### src/rtl/i2c_master_pkg.sv
// Shared definitions for the I2C master sequencer: state encoding,
// state width and the ack/NACK bit levels driven on SDA by the master.
package i2c_master_pkg;

    localparam int STATE_W = 4;

    localparam logic [STATE_W-1:0] ST_IDLE      = 4'd0;
    localparam logic [STATE_W-1:0] ST_START     = 4'd1;
    localparam logic [STATE_W-1:0] ST_WR_ADDR   = 4'd2;
    localparam logic [STATE_W-1:0] ST_RD_ACK    = 4'd3;
    localparam logic [STATE_W-1:0] ST_WR_DATA   = 4'd4;
    localparam logic [STATE_W-1:0] ST_RD_DATA   = 4'd5;
    localparam logic [STATE_W-1:0] ST_WR_ACK    = 4'd6;
    localparam logic [STATE_W-1:0] ST_STOP      = 4'd7;
    localparam logic [STATE_W-1:0] ST_REP_START = 4'd8;

    typedef enum logic [STATE_W-1:0] {
        IDLE      = ST_IDLE,
        START     = ST_START,
        WR_ADDR   = ST_WR_ADDR,
        RD_ACK    = ST_RD_ACK,
        WR_DATA   = ST_WR_DATA,
        RD_DATA   = ST_RD_DATA,
        WR_ACK    = ST_WR_ACK,
        STOP      = ST_STOP,
        REP_START = ST_REP_START
    } state_e;

    // Level the master drives in its own ack slot.
    localparam logic ACK_BIT  = 1'b0;
    localparam logic NACK_BIT = 1'b1;

    // Bit-counter value of the last data bit (bit 0) of a byte.
    localparam logic [7:0] LAST_DATA_BIT = 8'd2;

endpackage

### src/rtl/i2c_repeat_start_timer.sv
// Repeated-start hold-off countdown: loads a start value, counts down one
// per core clock while enabled and sticks at zero instead of wrapping.
module i2c_repeat_start_timer #(
    parameter int PRESCALER_W = 8
) (
    input  logic                   clock_i,
    input  logic                   reset_n_i,
    input  logic                   load_i,
    input  logic [PRESCALER_W-1:0] load_value_i,
    input  logic                   dec_i,
    output logic [PRESCALER_W-1:0] count_o,
    output logic                   zero_o
);

    logic [PRESCALER_W-1:0] count_q;
    logic [PRESCALER_W-1:0] count_d;

    // Load has priority; a decrement at zero leaves the count at zero.
    always_comb begin
        count_d = count_q;
        if (load_i) begin
            count_d = load_value_i;
        end else if (dec_i && (count_q != '0)) begin
            count_d = count_q - PRESCALER_W'(1);
        end
    end

    // Countdown register, cleared by the synchronised core reset.
    always_ff @(posedge clock_i or negedge reset_n_i) begin
        if (!reset_n_i) begin
            count_q <= '0;
        end else begin
            count_q <= count_d;
        end
    end

    assign count_o = count_q;
    assign zero_o  = (count_q == '0);

endmodule

### src/rtl/i2c_master_fsm.sv
// I2C master phase sequencer. Walks START, address, ack, data and STOP or
// repeated-start phases, driven by external SCL-phase and bit counters.
module i2c_master_fsm
    import i2c_master_pkg::*;
#(
    parameter int PRESCALER_W = 8
) (
    input  logic                   i2c_core_clock_i,
    input  logic                   reset_bit_n_i,
    input  logic                   enable_i,
    input  logic                   rw_i,
    input  logic                   repeat_start_i,
    input  logic                   sda_i,
    input  logic [PRESCALER_W-1:0] counter_detect_edge_i,
    input  logic [7:0]             counter_data_ack_i,
    input  logic [PRESCALER_W-1:0] prescaler_i,
    output logic                   start_cnt_o,
    output logic                   write_addr_cnt_o,
    output logic                   write_data_cnt_o,
    output logic                   read_data_cnt_o,
    output logic                   write_ack_cnt_o,
    output logic                   read_ack_cnt_o,
    output logic                   stop_cnt_o,
    output logic                   repeat_start_cnt_o,
    output logic [PRESCALER_W-1:0] counter_state_done_time_repeat_start_o,
    output logic                   ack_bit_o,
    output logic                   tx_load_o,
    output logic                   rx_valid_o,
    output logic                   nack_o,
    output logic                   busy_o,
    output logic                   scl_en_o
);

    logic [1:0]             rstSync_q;
    logic                   rstN;

    state_e                 state_q;
    state_e                 state_d;
    logic                   ackBit_q;
    logic                   ackBit_d;
    logic                   txLoad_q;
    logic                   txLoad_d;
    logic                   rxValid_q;
    logic                   rxValid_d;
    logic                   nack_q;
    logic                   nack_d;
    logic                   sclEn_q;
    logic                   sclEn_d;

    logic [PRESCALER_W:0]   sampleTarget;
    logic                   sampleHit;
    logic                   driveHit;
    logic                   lastDataBit;
    logic                   repLoad;
    logic                   repDec;
    logic                   repZero;
    logic [PRESCALER_W-1:0] repLoadValue;

    // Reset asserts at once but is released only after two clean clock edges.
    always_ff @(posedge i2c_core_clock_i or negedge reset_bit_n_i) begin
        if (!reset_bit_n_i) begin
            rstSync_q <= 2'b00;
        end else begin
            rstSync_q <= {rstSync_q[0], 1'b1};
        end
    end

    assign rstN = rstSync_q[1];

    // The 9-bit compare keeps a zero prescaler from aliasing onto a real count.
    assign sampleTarget = {prescaler_i, 1'b0} - (PRESCALER_W+1)'(1);
    assign sampleHit    = ({1'b0, counter_detect_edge_i} == sampleTarget);
    assign driveHit     = (counter_detect_edge_i == (prescaler_i - PRESCALER_W'(1)));
    assign lastDataBit  = (counter_data_ack_i == LAST_DATA_BIT);

    // Repeated start waits a full SCL period (2 * prescaler core clocks).
    assign repLoadValue = {prescaler_i[PRESCALER_W-2:0], 1'b0};
    assign repLoad      = (state_d == REP_START) && (state_q != REP_START);
    assign repDec       = (state_q == REP_START);

    i2c_repeat_start_timer #(
        .PRESCALER_W (PRESCALER_W)
    ) u_repeat_start_timer (
        .clock_i      (i2c_core_clock_i),
        .reset_n_i    (rstN),
        .load_i       (repLoad),
        .load_value_i (repLoadValue),
        .dec_i        (repDec),
        .count_o      (counter_state_done_time_repeat_start_o),
        .zero_o       (repZero)
    );

    // Next-state logic; pulses are computed here and registered so they line up with the new state.
    always_comb begin
        state_d   = state_q;
        ackBit_d  = ackBit_q;
        txLoad_d  = 1'b0;
        rxValid_d = 1'b0;
        nack_d    = 1'b0;
        case (state_q)
            IDLE: begin
                if (enable_i && (prescaler_i != '0)) begin
                    state_d = START;
                end
            end
            START: begin
                if (sampleHit) begin
                    state_d = WR_ADDR;
                end
            end
            WR_ADDR: begin
                if (sampleHit && lastDataBit) begin
                    state_d = RD_ACK;
                end
            end
            WR_DATA: begin
                if (sampleHit && lastDataBit) begin
                    state_d  = RD_ACK;
                    ackBit_d = ~(enable_i & ~repeat_start_i);
                end
            end
            RD_DATA: begin
                if (sampleHit && lastDataBit) begin
                    state_d   = WR_ACK;
                    ackBit_d  = ~(enable_i & ~repeat_start_i);
                    rxValid_d = 1'b1;
                end
            end
            RD_ACK: begin
                if (sampleHit) begin
                    if (sda_i) begin
                        state_d = STOP;
                        nack_d  = 1'b1;
                    end else if (repeat_start_i) begin
                        state_d = REP_START;
                    end else if (!enable_i) begin
                        state_d = STOP;
                    end else if (!rw_i) begin
                        state_d  = WR_DATA;
                        txLoad_d = 1'b1;
                    end else begin
                        state_d = RD_DATA;
                    end
                end
            end
            WR_ACK: begin
                if (sampleHit) begin
                    if (repeat_start_i) begin
                        state_d = REP_START;
                    end else if (ackBit_q == NACK_BIT) begin
                        state_d = STOP;
                    end else begin
                        state_d = RD_DATA;
                    end
                end
            end
            STOP: begin
                if (sampleHit) begin
                    state_d = IDLE;
                end
            end
            REP_START: begin
                if (repZero) begin
                    state_d = WR_ADDR;
                end
            end
            default: begin
                state_d = IDLE;
            end
        endcase
    end

    // SCL runs from address entry until the drive point inside STOP, and never while idle.
    always_comb begin
        sclEn_d = sclEn_q;
        if (state_q == IDLE) begin
            sclEn_d = 1'b0;
        end else if ((state_q == STOP) && driveHit) begin
            sclEn_d = 1'b0;
        end
        if ((state_d == WR_ADDR) && (state_q != WR_ADDR)) begin
            sclEn_d = 1'b1;
        end
    end

    // State and output registers; reset drops straight to IDLE with no STOP.
    always_ff @(posedge i2c_core_clock_i or negedge rstN) begin
        if (!rstN) begin
            state_q   <= IDLE;
            ackBit_q  <= NACK_BIT;
            txLoad_q  <= 1'b0;
            rxValid_q <= 1'b0;
            nack_q    <= 1'b0;
            sclEn_q   <= 1'b0;
        end else begin
            state_q   <= state_d;
            ackBit_q  <= ackBit_d;
            txLoad_q  <= txLoad_d;
            rxValid_q <= rxValid_d;
            nack_q    <= nack_d;
            sclEn_q   <= sclEn_d;
        end
    end

    // One-hot phase strobes decoded from the current state.
    always_comb begin
        start_cnt_o        = 1'b0;
        write_addr_cnt_o   = 1'b0;
        write_data_cnt_o   = 1'b0;
        read_data_cnt_o    = 1'b0;
        write_ack_cnt_o    = 1'b0;
        read_ack_cnt_o     = 1'b0;
        stop_cnt_o         = 1'b0;
        repeat_start_cnt_o = 1'b0;
        case (state_q)
            START:     start_cnt_o        = 1'b1;
            WR_ADDR:   write_addr_cnt_o   = 1'b1;
            WR_DATA:   write_data_cnt_o   = 1'b1;
            RD_DATA:   read_data_cnt_o    = 1'b1;
            WR_ACK:    write_ack_cnt_o    = 1'b1;
            RD_ACK:    read_ack_cnt_o     = 1'b1;
            STOP:      stop_cnt_o         = 1'b1;
            REP_START: repeat_start_cnt_o = 1'b1;
            default:   ;
        endcase
    end

    assign ack_bit_o  = ackBit_q;
    assign tx_load_o  = txLoad_q;
    assign rx_valid_o = rxValid_q;
    assign nack_o     = nack_q;
    assign busy_o     = (state_q != IDLE);
    assign scl_en_o   = sclEn_q;

endmodule

### config.mk
export PLATFORM = sky130hd
export DESIGN_NAME = i2c_master_fsm
export DESIGN_NICKNAME = d
export VERILOG_FILES = /design/src/rtl/i2c_master_pkg.sv /design/src/rtl/i2c_repeat_start_timer.sv /design/src/rtl/i2c_master_fsm.sv
export SDC_FILE = /design/constraint.sdc
export NUM_CORES = 1
export LEC_CHECK = 0
export ABC_AREA = 1
export CORE_ASPECT_RATIO = 1.4
export CORE_MARGIN = 4
export CORE_UTILIZATION = 30
export DETAILED_ROUTE_END_ITERATION = 10
export PLACE_DENSITY = 0.57
export SYNTH_ARGS = -nofsm -noshare
export SYNTH_HDL_FRONTEND = slang
export SYNTH_SLANG_ARGS = --single-unit
export TNS_END_PERCENT = 100
### constraint.sdc
create_clock -name i2c_core_clock_i -period 1 [get_ports i2c_core_clock_i]
set_clock_uncertainty 0.05 [all_clocks]
set_input_delay 0.1 -clock i2c_core_clock_i [delete_from_list [all_inputs] [get_ports i2c_core_clock_i]]
set_output_delay 0.1 -clock i2c_core_clock_i [all_outputs]
set_load 0.05 [all_outputs]
# Word level (Yosys, flattened, before mapping)
# Cells that the tools add are included.
[word_totals]
register_bits = 19
input_bits = 30
[classes]
addsub = 3
muxes = 39
eq_ne = 15
reduce_logical = 16
bitwise_logic = 3
[op_table]
columns = ["op", "n"]
rows = [
  ["$mux 4", 11],
  ["$pmux 4 s8", 1],
  ["$mux 1", 23],
  ["$eq 4x3->1 const B", 4],
  ["$mux 8", 2],
  ["$reduce_bool 8->1", 2],
  ["$sub 8x1->8 const B", 2],
  ["$eq 4x2->1 const B", 3],
  ["$eq 8x9->1", 1],
  ["$sub 9x1->9 const B", 1],
  ["$eq 4x4->1 const B", 2],
  ["$eq 8x2->1 const B", 1],
  ["$eq 8x8->1", 1],
  ["$logic_not 8->1", 1],
  ["$logic_and 1x1->1", 6],
  ["$eq 4x1->1 const B", 1],
  ["$logic_not 4->1", 1],
  ["$mux 2", 2],
  ["$ne 4x2->1 const B", 1],
  ["$ne 4x4->1 const B", 1],
  ["$reduce_bool 4->1", 1],
  ["$reduce_or 2->1", 2],
  ["$reduce_bool 3->1", 1],
  ["$not 1->1", 2],
  ["other kinds (3)", 3],
]

# Depth between registers and ports, before layout
# Gate-level depths: netlist of the first run.
[logic_depth]
word_depth = 9
depth_mapped = 19
ltp_nobuf = 18

# By module
# Synthesis of the first run repeated with hierarchy kept, for this count alone.
[hier_totals]
cells_unflattened = 307
hier_area_um2 = 1853.0
[modules_own_cells]
columns = ["mod", "n_inst", "area_each_um2", "cells_each"]
rows = [
  ["i2c_master_fsm", 1, 1256.2, 214],
  ["i2c_repeat_start_timer", 1, 596.8, 93],
]

# Worst setup path after synthesis of the first run
# OpenSTA, ideal clock, no wires.
[synth_path]
path_type = "register to register"
from = "register state_q[0]"
to = "register u_repeat_start_timer.count_q[2], in the netlist u_repeat_start_timer.count_o[2]"
path_buffers = 1
stages_incl_launch_ff = 10
arrival_ps = 2638
setup_ps = 144
t_required_ps = 806
slack_ps = -1833
period_less_slack_ps = 2833
path_cell_list = "dfrtp_1 nor2_1 inv_1 nor3_1 inv_1 nor2_1 inv_1 clkbuf_1 nand3_2 o211ai_1"
[synth_via]
elab_chain_cells = 6
word_cells_on_any_way = 25
[synth_rtl]
columns = ["item", "line_no", "text"]
rows = [
  ["start, declared", "i2c_master_fsm.sv:37", "state_e state_q;"],
  ["start signal, assigned", "i2c_master_fsm.sv:196", "state_q <= state_d;"],
  ["$eq 4x3->1 or $eq 4x2->1 (tied branches)", "i2c_master_fsm.sv:100", "case (state_q)"],
  ["$reduce_or 2->1 (no line)", "-", ""],
  ["$pmux 4 s8", "i2c_master_fsm.sv:100", ""],
  ["$eq 4x4->1", "i2c_master_fsm.sv:78", "assign repLoad = (state_d == REP_START) && (state_q != REP_START);"],
  ["$logic_and 1x1->1", "i2c_master_fsm.sv:78", ""],
  ["$mux 8 or $reduce_bool 2->1 (tied branches)", "-", ""],
  ["end signal, assigned", "i2c_repeat_start_timer.sv:33", "count_q <= count_d;"],
  ["end, declared", "i2c_repeat_start_timer.sv:15", "logic [PRESCALER_W-1:0] count_q;"],
]
# Several ways; a longest one is shown, not always the timed one.
# A chain may end at the register's enable or synchronous reset.

# Worst setup path in the final report of the first run
[layout_path]
from = "register state_q[3]"
to = "register u_repeat_start_timer.count_q[1], in the netlist u_repeat_start_timer.count_o[1]"
# Same word-level chain as after synthesis.

==> results of run 1 <==
==> state kept, by name, summed over array words and instances, names as in the netlist <==
name	count
tx_load_o	1
rstSync_q	2
rx_valid_o	1
scl_en_o	1
u_repeat_start_timer.count_o	8
nack_o	1
state_q	4
ack_bit_o	1
==> worst paths after layout <==
kind	start	endpoint	slack, ns	cells past startpoint
max	state_q[3]	u_repeat_start_timer.count_o[1]	-0.75	11
min	prescaler_i[2]	u_repeat_start_timer.count_o[3]	0.11	3
max reg2reg	state_q[3]	u_repeat_start_timer.count_o[1]	-0.75	11
min reg2reg	rstSync_q[1]	rx_valid_o	0.15	1
max in group asynchronous	reset_bit_n_i	rstSync_q[0]	0.27	2
min in group asynchronous	rstSync_q[1]	rx_valid_o	0.15	1
==> where the power goes <==
| part | switching (uW) | internal (uW) | total, uW |
|---|---|---|---|
| Combinational | 946 | 865 | 1810 |
| Clock | 284 | 278 | 561 |
| Sequential | 28.9 | 798 | 827 |
==> through the flow <==
step / worst slack (ns) / hold slack [ns] / util (%)
after floorplan: -0.920 / -0.246 / -
after global placement: -1.49 / 0.148 / 55.7
after detailed placement: -1.55 / 0.154 / 55.7
after CTS: -0.720 / 0.136 / 63.1
after global routing: -0.857 / 0.115 / 69.1
final: -0.751 / 0.109 / 69.1
==> synthesized netlist by cell type, types with 5 or more instances <==
| master | count |
|---|---|
| nor2_4 | 6 |
| xnor2_1 | 6 |
| nor2_1 | 31 |
| nor3_1 | 8 |
| nand4_1 | 6 |
| dfrtp_1 | 18 |
| nor2_2 | 5 |
| nand2_1 | 62 |
| a21oi_1 | 5 |
| xor2_1 | 5 |
| nand3_2 | 8 |
| nand2_2 | 8 |
| nand3_1 | 30 |
| inv_1 | 44 |
==> cell families after synthesis <==
| family | after synthesis | share of synthesized area, % |
|---|---|---|
| buffers and inverters | 52 | 10.7 |
| XOR/XNOR | 11 | 5.07 |
| adder cells (fa/ha/maj) | 4 | 2.64 |
| AND/OR/NAND/NOR | 178 | 50.2 |
| flip-flops | 19 | 25.1 |
| AO/OA/AOI/OAI | 16 | 6.06 |
| other | 1 | 0.197 |
==> layout by cell type, fill, tap and decap left out, drive strengths merged, types with 2 or more instances in the layout <==
master / Yosys / routed
nor3: 8 / 8
clkbuf: 1 / 4
ha: 4 / 4
clkinvlp: 0 / 2
nand4: 7 / 7
a21oi: 6 / 6
nor4: 4 / 4
dfrtp: 18 / 18
nor2: 43 / 43
xor2: 5 / 5
o21ai: 3 / 3
clkdlybuf4s50: 0 / 16
dlygate4sd2: 0 / 5
nand2: 72 / 72
clkinv: 1 / 2
inv: 48 / 46
nand3: 40 / 40
buf: 2 / 133
xnor2: 6 / 6
o211ai: 4 / 4
or2: 2 / 2
==> repair_timing <==
| item | in CTS | in global routing |
|---|---|---|
| hold buffers | 1 | 0 |
| endpoints found under the hold margin | 2 | 0 |
| buffers inserted | 11 | 23 |
| pin swaps | 46 | 53 |
| cloned | 1 | 1 |
| endpoints found under the setup margin | 35 | 37 |
| gates resized for setup | 120 | 70 |
==> worst reg2reg max path, stage by stage, from the launching register on <==
cell	delay, ns
dfrtp_1	0.42
nor2_1	0.12
inv_1	0.07
nor2_1	0.12
inv_2	0.08
nor2_4	0.14
nor2_2	0.04
inv_1	0.12
nand3_1	0.15
nor2_4	0.18
nand2_1	0.09
o211ai_1	0.09
==> per-layer routing <==
metal  vias up  global-route usage [%]  wire (um)
li1       1221                       -          -
met1      1178                    19.6       2570
met2        74                    35.4       4180
met3        19                    2.46        312
met4         0                    5.79        180
met5         -                       0          0
==> cell type report <==
type	count	area (sq um)
clock buffer	3	41.3
clock inverter	1	5.00
fill	468	1910
inverter	49	218
multi-input combinational	210	1710
sequential	19	482
tap	72	90.1
timing repair buffer	158	1720
==> reports/results.ini, run 1 <==
[outcome]
outcome = complete, but fails checks
violations = negative setup slack

[detailed_routing]
post_drt_wl_per_cell_um = 14.2
vias = 2492
drt-initial-drc-count = 93
wirelength_mm = 7.25
first_pass_iters = 4
drc = 0
ant_nets = 0
viasPerCell = 4.87

[place]
gp_congestion = 0.898
numPlacedInstances = 480
placed_area_sq_um = 3430
dp_hpwl_mm = 5.05
io_buffer_count = 51

[synthesis]
yosysWarningCount = 0
synth_area_sq_um = 1900
ys.flop_type = dfrtp_1
synth-seq-area-share_pct = 25.1
syn_area_per_cell_sq_um = 6.76
syn_inst = 281
synth-async-reset-ratio_pct = 100
syn_nets = 315
ys_ff_latch = 19
synth_top_area_share_pct = 23.7
synth_edf_count = 0
synth_top_cell_by_area = dfrtp_1
synth.area.top_cells = dfrtp_1, nand2_1, inv_1
yosysUniqueCellTypes = 38

[critical_path]
cp_num_buf_inv = 3
worstPathMaxFanout = 5
end_kind = flop
cpLargestDelayFamily = simple AND/OR/NAND/NOR gates
cpMaxStageDelayCell = dfrtp_1
slowest_delay_ns = 0.42
worstPathRequired_ns = 1.13
path_cells = nor2_1 -> inv_1 -> nor2_1 -> inv_2 -> nor2_4 -> nor2_2 -> inv_1 -> nand3_1 -> nor2_4 -> nand2_1 -> o211ai_1
start_kind = flop
cp_data_arrival_time_ns = 1.88
path_class = reg -> reg

[clock_network]
cts_sinks = 19
path_clk_slew_ns = 0.08
h-tree-depth = 1
tritoncts = yes
root_buffer = clkbuf_8
clockBufferDepth = 2
insertion_delay_ns = 0.26
cts_buffers = 3

[sta]
fin_crit_ns = 1.75
fmax_ghz = 0.571
grt_setup_unrepaired = true
period_share_pct = 175
setup_ws_ns = -0.751
setup_violations = 35
fin_setup_tns_ns = -17.83
hold_viol_final = 0
finalMaxSlewViolations = 0

[die]
rows = 34
die_h_um = 102
core_area_sq_um = 6170
die_w_um = 75.2
pin_count = 52
die-area_sq_um = 7690
start_util_pct = 30.8

[power_and_ir_drop]
p_leak_uw = 0.00211
ir_worst_vdd_v = 0.000615
p_per_area_nw_per_um2 = 751
fin_total_pwr_uw = 3200

[global_route]
grt_max_degree = 18
grt-ovfl-total = 0
grt_pass1_vias = 2489
grt_usage_pct = 18.2
grt_pass1_wl_mm = 10.9
antenna_found_initial = 0

[finish]
drive_gt1_share_pct = 63.0
area_delta_synth_final_pct = 124
final_nets = 475
fin_area_sq_um = 4260
layout.cells.non_filler = 512
antenna_cells = 0

[run]
maxCapViolations = 0

[min_path]
holdCritPathClass = in -> reg

Power figures use the tool's default switching activity.
==> inputs of run 2 (changes only) <==
Settings changed: CAP_MARGIN set to 20.
==> results of run 2 <==
Same layout as run 1: the final DEF is identical, and so are final timing and power.
==> inputs of run 3 (changes only) <==
Settings changed: CORE_UTILIZATION 30 to 44, GPL_TIMING_DRIVEN set to 1, PLACE_DENSITY 0.57 to 0.78, SKIP_CTS_REPAIR_TIMING set to 1.
==> run 3 against run 2 <==
Effect of this change: the run still ends with negative setup slack left; first-iteration DRC count increased by 140%; non-clock buffer count shrank 12; combinational power about the same; global-route usage increased by 5.6 points; final cell count decreased by 7.6%; worst setup slack worse by 0.21 ns; maximum frequency shrank 11%; clock power increased by 1%; total power grew 1.2%; highest routed layer unchanged.
==> reports/results.ini, run 3 (same netlist as run 1, synthesis figures left out) <==
[outcome]
outcome = complete, but fails checks
violations = negative setup slack

[clock_network]
path_clk_slew_ns = 0.08
root_buffer = clkbuf_8
clockBufferDepth = 2
cts_sinks = 19
insertion_delay_ns = 0.26
h-tree-depth = 1
cts_buffers = 3
tritoncts = yes

[critical_path]
worstPathRequired_ns = 1.16
cpMaxStageDelayCell = ha_4
end_kind = flop
slowest_delay_ns = 0.23
cp_data_arrival_time_ns = 2.12
cpLargestDelayFamily = simple AND/OR/NAND/NOR gates
path_class = in -> reg
start_kind = primary input
worstPathMaxFanout = 6
cp_num_buf_inv = 4
path_cells = buf_12 -> inv_12 -> ha_4 -> nand2_2 -> inv_1 -> nor2_1 -> nand2_1 -> nor2_4 -> nand2_2 -> nor2_4 -> nand3_4 -> buf_6 -> nand2_2 -> o21ai_1 -> nand2_1 -> nand3_2 -> nor2_2 -> nand3_1 -> nand2_1

[die]
die_w_um = 63.5
pin_count = 52
die-area_sq_um = 5450
start_util_pct = 45.2
die_h_um = 85.7
core_area_sq_um = 4200
rows = 28

[sta]
setup_violations = 36
setup_ws_ns = -0.962
grt_setup_unrepaired = true
finalMaxSlewViolations = 0
fmax_ghz = 0.510
hold_viol_final = 0
period_share_pct = 196
fin_crit_ns = 1.96

[global_route]
grt_max_degree = 18
grt_usage_pct = 23.9
grt_pass1_vias = 2410
grt_pass1_wl_mm = 10.4
antenna_found_initial = 0
grt-ovfl-total = 0

[place]
placed_area_sq_um = 3390
dp_hpwl_mm = 5.32
io_buffer_count = 51
gp_congestion = 0.930

[power_and_ir_drop]
p_per_area_nw_per_um2 = 825
power.share.sequential_pct = 25.7
p_switching_uw = 1300
switching_share_pct = 40.2
power_frac_clock_pct = 17.5
p_leak_uw = 0.00200
ir_worst_vdd_v = 0.000809
p_int_uw = 1940
combPwrFrac_pct = 56.7

[finish]
final_nets = 463
multi_input_area_sq_um = 1560
antenna_cells = 0
utilization_pct = 93.4
fillCellCount = 137
drive_gt1_share_pct = 57.5
area_delta_synth_final_pct = 107
largest_reg_flops = 8
final_cell_mix = buf_4, nand2_1, buf_6
fin_area_sq_um = 3930
final_common_cell = buf_4
regArea_sq_um = 482

[run]
maxCapViolations = 0

[detailed_routing]
wirelength_mm = 9.53
first_pass_iters = 8
ant_nets = 0
drt-initial-drc-count = 225
post_drt_wl_per_cell_um = 20.1
viasPerCell = 5.86
vias = 2774
drc = 0

[min_path]
holdCritPathClass = in -> reg

## run 3: cell type report
type | count | area share (%)
Sequential cell | 19 | 12.3
Timing Repair Buffer | 146 | 40.0
Inverter | 49 | 5.48
Tap cell | 45 | 1.43
Clock buffer | 3 | 1.05
Multi-Input combinational cell | 210 | 39.6
Clock inverter | 1 | 0.127
## run 3: metrics by stage
stage | power, uW | setup slack (ns) | cells | hold slack [ns] | TNS [ns]
global route | 3380 | -1.06 | 473 | 0.168 | -22.82
finish | 3240 | -0.962 | 473 | 0.163 | -20.84
floorplan | 1520 | -0.920 | 281 | -0.246 | -14.77
detailed placement | 2200 | -1.54 | 454 | 0.151 | -27.20
global placement | 2170 | -1.46 | 454 | 0.143 | -26.08
CTS | 2770 | -1.26 | 458 | -0.0627 | -26.36
## run 3: path summary, 6_finish.rpt
path                       cells past startpoint                               to           start  slack (ns)
setup / recovery                              19                         scl_en_o  prescaler_i[0]       -0.96
hold / removal                                 4  u_repeat_start_timer.count_o[3]  prescaler_i[2]        0.16
setup reg to reg                              11  u_repeat_start_timer.count_o[1]      state_q[3]       -0.86
hold reg to reg                                1                        tx_load_o    rstSync_q[1]        0.17
max in group asynchronous                      2                     rstSync_q[1]   reset_bit_n_i        0.27
min in group asynchronous                      1                        tx_load_o    rstSync_q[1]        0.17
## run 3: per-layer routing
metal	global-route usage (%)	wire length (um)	vias to the layer above
met5	0	0	-
met4	9.43	694	0
met3	4.59	567	64
met2	47.7	5100	186
met1	23.4	3160	1328
li1	-	-	1196
## run 3: worst reg2reg max path: stages, from the launching register on
cell and delay [ns]:
dfrtp_1 0.43, nor2_1 0.12, inv_1 0.09, nor2_2 0.12, inv_2 0.08, nor2_4 0.12, nor2_1 0.05, inv_1 0.12
nand3_1 0.15, nor2_4 0.19, nand2_1 0.13, o211ai_1 0.12
## run 3: power groups by stage
stage / Sequential, uW / Combinational (uW) / Clock [uW]
after floorplan: 867 / 651 / 0
after global placement: 836 / 1340 / 0
after detailed placement: 837 / 1370 / 0
after CTS: 822 / 1370 / 578
after global routing: 837 / 1920 / 619
final: 833 / 1840 / 568
